<file path="src/rtl/boot_loader.sv">
// Boot loader: packs UART bytes little-endian into 32-bit words, streams them to
// program memory through a small FWFT FIFO, then checks length and checksum.
module boot_loader #(
   parameter int NUM_PACKETS = 256,
   parameter int FIFO_DEPTH  = 4,
   parameter int ADDR_W      = $clog2(NUM_PACKETS/4)
) (
   input  logic              clk,
   input  logic              n_rst,
   input  logic              packet_en,
   input  logic [7:0]        data,
   input  logic              buffer_finish,
   input  logic              timeout,
   output logic              mem_we,
   input  logic              mem_ready,
   output logic [ADDR_W-1:0] mem_addr,
   output logic [31:0]       mem_wdata,
   output logic              run,
   output logic              error,
   output logic [1:0]        err_code,
   output logic [7:0]        checksum
);

   localparam int IDX_W = $clog2(NUM_PACKETS) + 1;
   localparam int PTR_W = $clog2(FIFO_DEPTH);

   typedef enum logic [1:0] {LOAD, DRAIN, DONE, ERROR} state_t;

   state_t           state;
   logic [IDX_W-1:0] byte_idx;
   logic [23:0]      asm_word;
   logic [31:0]      fifo_mem [FIFO_DEPTH];
   logic [PTR_W:0]   wr_ptr;
   logic [PTR_W:0]   rd_ptr;

   logic        fifo_empty;
   logic        fifo_full;
   logic        push;
   logic        pop;
   logic        overflow;
   logic        last_byte;
   logic        len_bad;
   logic [31:0] push_word;

   // Pointers carry one extra wrap bit so full and empty are distinguishable
   assign fifo_empty = (wr_ptr == rd_ptr);
   assign fifo_full  = (wr_ptr[PTR_W] != rd_ptr[PTR_W]) &&
                       (wr_ptr[PTR_W-1:0] == rd_ptr[PTR_W-1:0]);

   assign mem_we    = !fifo_empty && (state == LOAD || state == DRAIN);
   assign mem_wdata = mem_we ? fifo_mem[rd_ptr[PTR_W-1:0]] : 32'd0;
   assign pop       = mem_we && mem_ready;

   assign push      = (state == LOAD) && packet_en && (byte_idx[1:0] == 2'd3);
   assign push_word = {data, asm_word};
   assign overflow  = push && fifo_full && !pop;

   // A length fault is either finishing early or running past the image without a finish
   assign last_byte = (byte_idx == IDX_W'(NUM_PACKETS - 1));
   assign len_bad   = (state == LOAD) && packet_en && (buffer_finish != last_byte);

   always_ff @(posedge clk) begin
      if (state == LOAD && packet_en) begin
         case (byte_idx[1:0])
            2'd0:    asm_word[7:0]   <= data;
            2'd1:    asm_word[15:8]  <= data;
            2'd2:    asm_word[23:16] <= data;
            default: ;
         endcase
      end
      if (push && !overflow)
         fifo_mem[wr_ptr[PTR_W-1:0]] <= push_word;
   end

   always_ff @(posedge clk or negedge n_rst) begin
      if (!n_rst) begin
         state    <= LOAD;
         byte_idx <= '0;
         wr_ptr   <= '0;
         rd_ptr   <= '0;
         mem_addr <= '0;
         run      <= 1'b0;
         error    <= 1'b0;
         err_code <= 2'd0;
         checksum <= 8'd0;
      end else begin
         if (pop) begin
            rd_ptr   <= rd_ptr + 1'b1;
            mem_addr <= mem_addr + 1'b1;
         end
         if (push && !overflow)
            wr_ptr <= wr_ptr + 1'b1;

         case (state)
            LOAD: begin
               if (packet_en) begin
                  checksum <= checksum + data;
                  byte_idx <= byte_idx + 1'b1;
               end
               if (overflow) begin
                  state    <= ERROR;
                  error    <= 1'b1;
                  err_code <= 2'd1;
               end else if (len_bad) begin
                  state    <= ERROR;
                  error    <= 1'b1;
                  err_code <= 2'd2;
               end else if (timeout) begin
                  state    <= ERROR;
                  error    <= 1'b1;
                  err_code <= 2'd0;
               end else if (packet_en && buffer_finish) begin
                  state <= DRAIN;
               end
            end
            DRAIN: begin
               if (fifo_empty) begin
                  if (checksum == 8'd0) begin
                     state <= DONE;
                     run   <= 1'b1;
                  end else begin
                     state    <= ERROR;
                     error    <= 1'b1;
                     err_code <= 2'd3;
                  end
               end
            end
            // Queued words are abandoned once the load has failed
            ERROR:   rd_ptr <= wr_ptr;
            default: ;
         endcase
      end
   end

endmodule

</file>
<file path="config.mk">
export PLATFORM = sky130hd
export DESIGN_NAME = boot_loader
export DESIGN_NICKNAME = d
export VERILOG_FILES = /design/src/rtl/boot_loader.sv
export SDC_FILE = /design/constraint.sdc
export NUM_CORES = 1
export LEC_CHECK = 0
export CAP_MARGIN = 20
export CORE_ASPECT_RATIO = 1.25
export CORE_MARGIN = 2
export CORE_UTILIZATION = 45
export CTS_BUF_LIST = sky130_fd_sc_hd__clkbuf_8
export CTS_CLUSTER_SIZE = 24
export DETAILED_ROUTE_END_ITERATION = 16
export PLACE_DENSITY = 0.64
export RECOVER_POWER = 100
export SYNTH_ARGS = -nofsm -noshare
export SYNTH_HDL_FRONTEND = slang
export SYNTH_SLANG_ARGS = --single-unit
</file>
<file path="constraint.sdc">
create_clock -name clk -period 2.4 [get_ports clk]
set_input_delay 0.24 -clock clk [delete_from_list [all_inputs] [get_ports clk]]
set_output_delay 0.24 -clock clk [all_outputs]
set_load 0.02 [all_outputs]
</file>
==> flow_summary.json <==
{
  "critical_path_class": "reg -> out",
  "pin_count": 65,
  "netlist.top_cell.by_area": "edfxtp_1",
  "vias_per_cell": 5.21,
  "layout_min_cycle_time_ns": 2.32,
  "num_vias": 4044,
  "area_growth_pct": 19.9,
  "postSynthNetCount": 474,
  "synthCells": 441,
  "cts_buffer_depth": 2,
  "drtIter0Drc": 342,
  "grt_max_degree": 36,
  "period_share_pct": 96.6,
  "p_seq_share_pct": 62.9,
  "sw_frac_of_total_pct": 20.2,
  "holdWs_ns": 0.244,
  "slew_headroom_pct": 65.0,
  "cts_hold_buf": 0,
  "ys_async_sr_fraction_pct": 18.7,
  "critical_path.top_delay_family": "multiplexers",
  "antenna_found_initial": 0,
  "finalPower_mw": 5.56,
  "start_kind": "flip-flop",
  "fin_ws_ns": 0.0811,
  "critPathArrivalTime_ns": 2.08,
  "p_clk_share_pct": 34.6,
  "cts.reportedPaths.clkPinSlew_ns": 0.09,
  "cts_buffers": 17,
  "max_cap_violations": 0,
  "tightest_slew_ns": 0.525,
  "dr.pass1.iters": 4,
  "cts_tree": "done",
  "timing.fmax_mhz": 431,
  "worst_ep_required_time_ns": 2.16,
  "hold_violations": 0,
  "netlist_area_um2": 7610,
  "run_status": "finished, final reports clean",
  "crit_chain": "buf_12, mux4_2, nor2b_1, clkdlybuf4s15_2",
  "switchingPower_mw": 1.12,
  "setup-violations-final": 0,
  "internal_power_mw": 4.43,
  "synth_top_area_share_pct": 60.0,
  "p_leak_nw": 3.31,
  "dp_cells": 735,
  "dp_hpwl_um": 9210,
  "synthFlopType": "edfxtp_1",
  "drc": 0,
  "critPathSlowestCell": "mux4_2",
  "seqCellArea_um2": 5450,
  "yosysWarnings": 0,
  "gp_congestion": 0.846,
  "nets": 576,
  "drive_gt1_share_pct": 23.9,
  "ys_seq_elements": 187,
  "worstPathBufferInverterCount": 2,
  "grt-ovfl-total": 0,
  "min_path_type": "in -> async",
  "die_x_um": 120,
  "layout.cells.non_filler": 776,
  "endpoint_kind": "output pin",
  "htree_levels": 4,
  "syn_avg_cell_area_um2": 17.3,
  "pwr-share-comb_pct": 2.4,
  "multi_input_area_um2": 2100,
  "clock_latency_ns": 0.47,
  "critPathMaxStageDelay_ns": 0.52,
  "die_h_um": 149,
  "root_buffer": "clkbuf_8",
  "wl_per_cell_um": 18.8,
  "numClockSinks": 187,
  "routed_wl_um": 14600,
  "grt_pass1_vias": 4184,
  "port_buffers": 64,
  "finalClockSkew_ns": 0.0165,
  "reg2reg_slack_ns": 0.19,
  "detail-route-antenna-nets": 0,
  "yosysUniqueCellTypes": 46,
  "power_density_nw_per_um2": 608,
  "grt_first_pass_wirelength_um": 22900,
  "synth.most_common_cell": "edfxtp_1",
  "initial_core_util_pct": 45.6,
  "path_max_fanout": 13,
  "diodes": 0,
  "dieArea_um2": 18000,
  "synthTopCellsByCount": "edfxtp_1, dfrtp_1, nor2b_1, mux4_2, nand2_1",
  "vdd_ir_drop_max_v": 0.000287,
  "synth.area.top_cells": "edfxtp_1, dfrtp_1, mux4_2, ha_1, nor2b_1",
  "rows": 53,
  "synth-seq-area-share_pct": 71.5,
  "core_area_um2": 16700,
  "synth_edf_count": 152,
  "fin_setup_tns_ns": 0,
  "nFillCells": 1382,
  "grt_use_total_pct": 17.4,
  "dp_slack_ns": 0.0380,
  "maxSlewViolCount": 0
}
[through the flow]
step / util, % / area, um^2
6_report: 54.6 / 9130
5_1_grt: 54.6 / 9130
4_1_cts: 55.4 / 9260
3_5_place_dp: 52.3 / 8740
3_3_place_gp: 52.3 / 8740
2_1_floorplan: - / 7620
[registers in the layout, indices dropped and copies added, names as in the netlist]
| name | count |
|---|---|
| byte_idx | 9 |
| err_code | 2 |
| error | 1 |
| checksum | 8 |
| run | 1 |
| mem_addr | 6 |
| fifo_mem | 128 |
| rd_ptr | 3 |
| asm_word | 24 |
| wr_ptr | 3 |
| state | 2 |
[cell type report]
type	count	share of cell area (%)
clock buffer	17	2.56
tap	220	3.01
inverter	12	0.493
multi-input combinational	225	23.0
sequential	187	59.6
timing repair buffer	100	9.88
clock inverter	15	1.37
[final timing paths]
check,start,end,cells past startpoint
worst min-delay path,n_rst,mem_addr[3],2
worst min register to register,mem_addr[5],mem_addr[5],1
min in group clk,mem_addr[5],mem_addr[5],1
max in group asynchronous,n_rst,wr_ptr[2],2
worst max register to register,byte_idx[4],error,9
worst max-delay path,rd_ptr[0],mem_wdata[2],4
[repair_timing]
item,4_1_cts,5_1_grt
resized for setup,96,40
pin swaps,1,1
setup endpoints to repair,33,36
cloned,2,0
setup buffers,6,2
[power by group through the flow]
stage | logic (mW) | clock network (mW) | registers, mW
after floorplan | 0.0403 | 0 | 3.58
after global placement | 0.145 | 0 | 3.57
after detailed placement | 0.147 | 0 | 3.57
after CTS | 0.148 | 1.96 | 3.50
after global routing | 0.150 | 2.10 | 3.50
final | 0.136 | 1.92 | 3.50
[metal layers]
layer / vias to the layer above / routed length (um) / track usage [%] / share of wire [%]
met5: - / 0 / 0 / 0
met4: 0 / 172 / 5.76 / 1.2
met3: 18 / 500 / 4.12 / 3.4
met2: 83 / 7790 / 30.2 / 54
met1: 2064 / 6100 / 21.5 / 42
li1: 1879 / - / - / -
[cells by family (layout without fill, tap and decap cells)]
logic type,after synthesis,in the layout,share of synthesized area (%)
AND/OR/NAND/NOR,113,113,8.37
XOR/XNOR,21,21,2.42
multiplexers,35,35,9.88
flip-flops,187,187,71.5
buffers and inverters,29,144,1.53
adder cells (fa/ha/maj),19,19,3.22
AO/OA/AOI/OAI,37,37,3.12
[layout by cell type, fill, tap and decap left out, types with 4 or more instances in the layout]
cell             instances
a21oi_1                  6
and2_1                   4
and2_2                   4
buf_12                   7
buf_2                   18
buf_4                   11
buf_6                    4
clkbuf_1                11
clkbuf_2                 5
clkbuf_8                17
clkdlybuf4s15_2          9
clkdlybuf4s50_1         15
clkinv_2                 5
dfrtp_1                 31
dfrtp_2                  4
dlygate4sd3_1           16
edfxtp_1               152
ha_1                    18
inv_1                   18
mux4_2                  32
nand2_1                 25
nand4_1                  4
nor2_1                  11
nor2b_1                 35
nor3_1                   6
nor3b_1                  4
nor4_1                   4
o21ai_0                 13
xnor2_1                 11
xor2_1                   7
No activity file was read; power rests on OpenSTA's default activity.
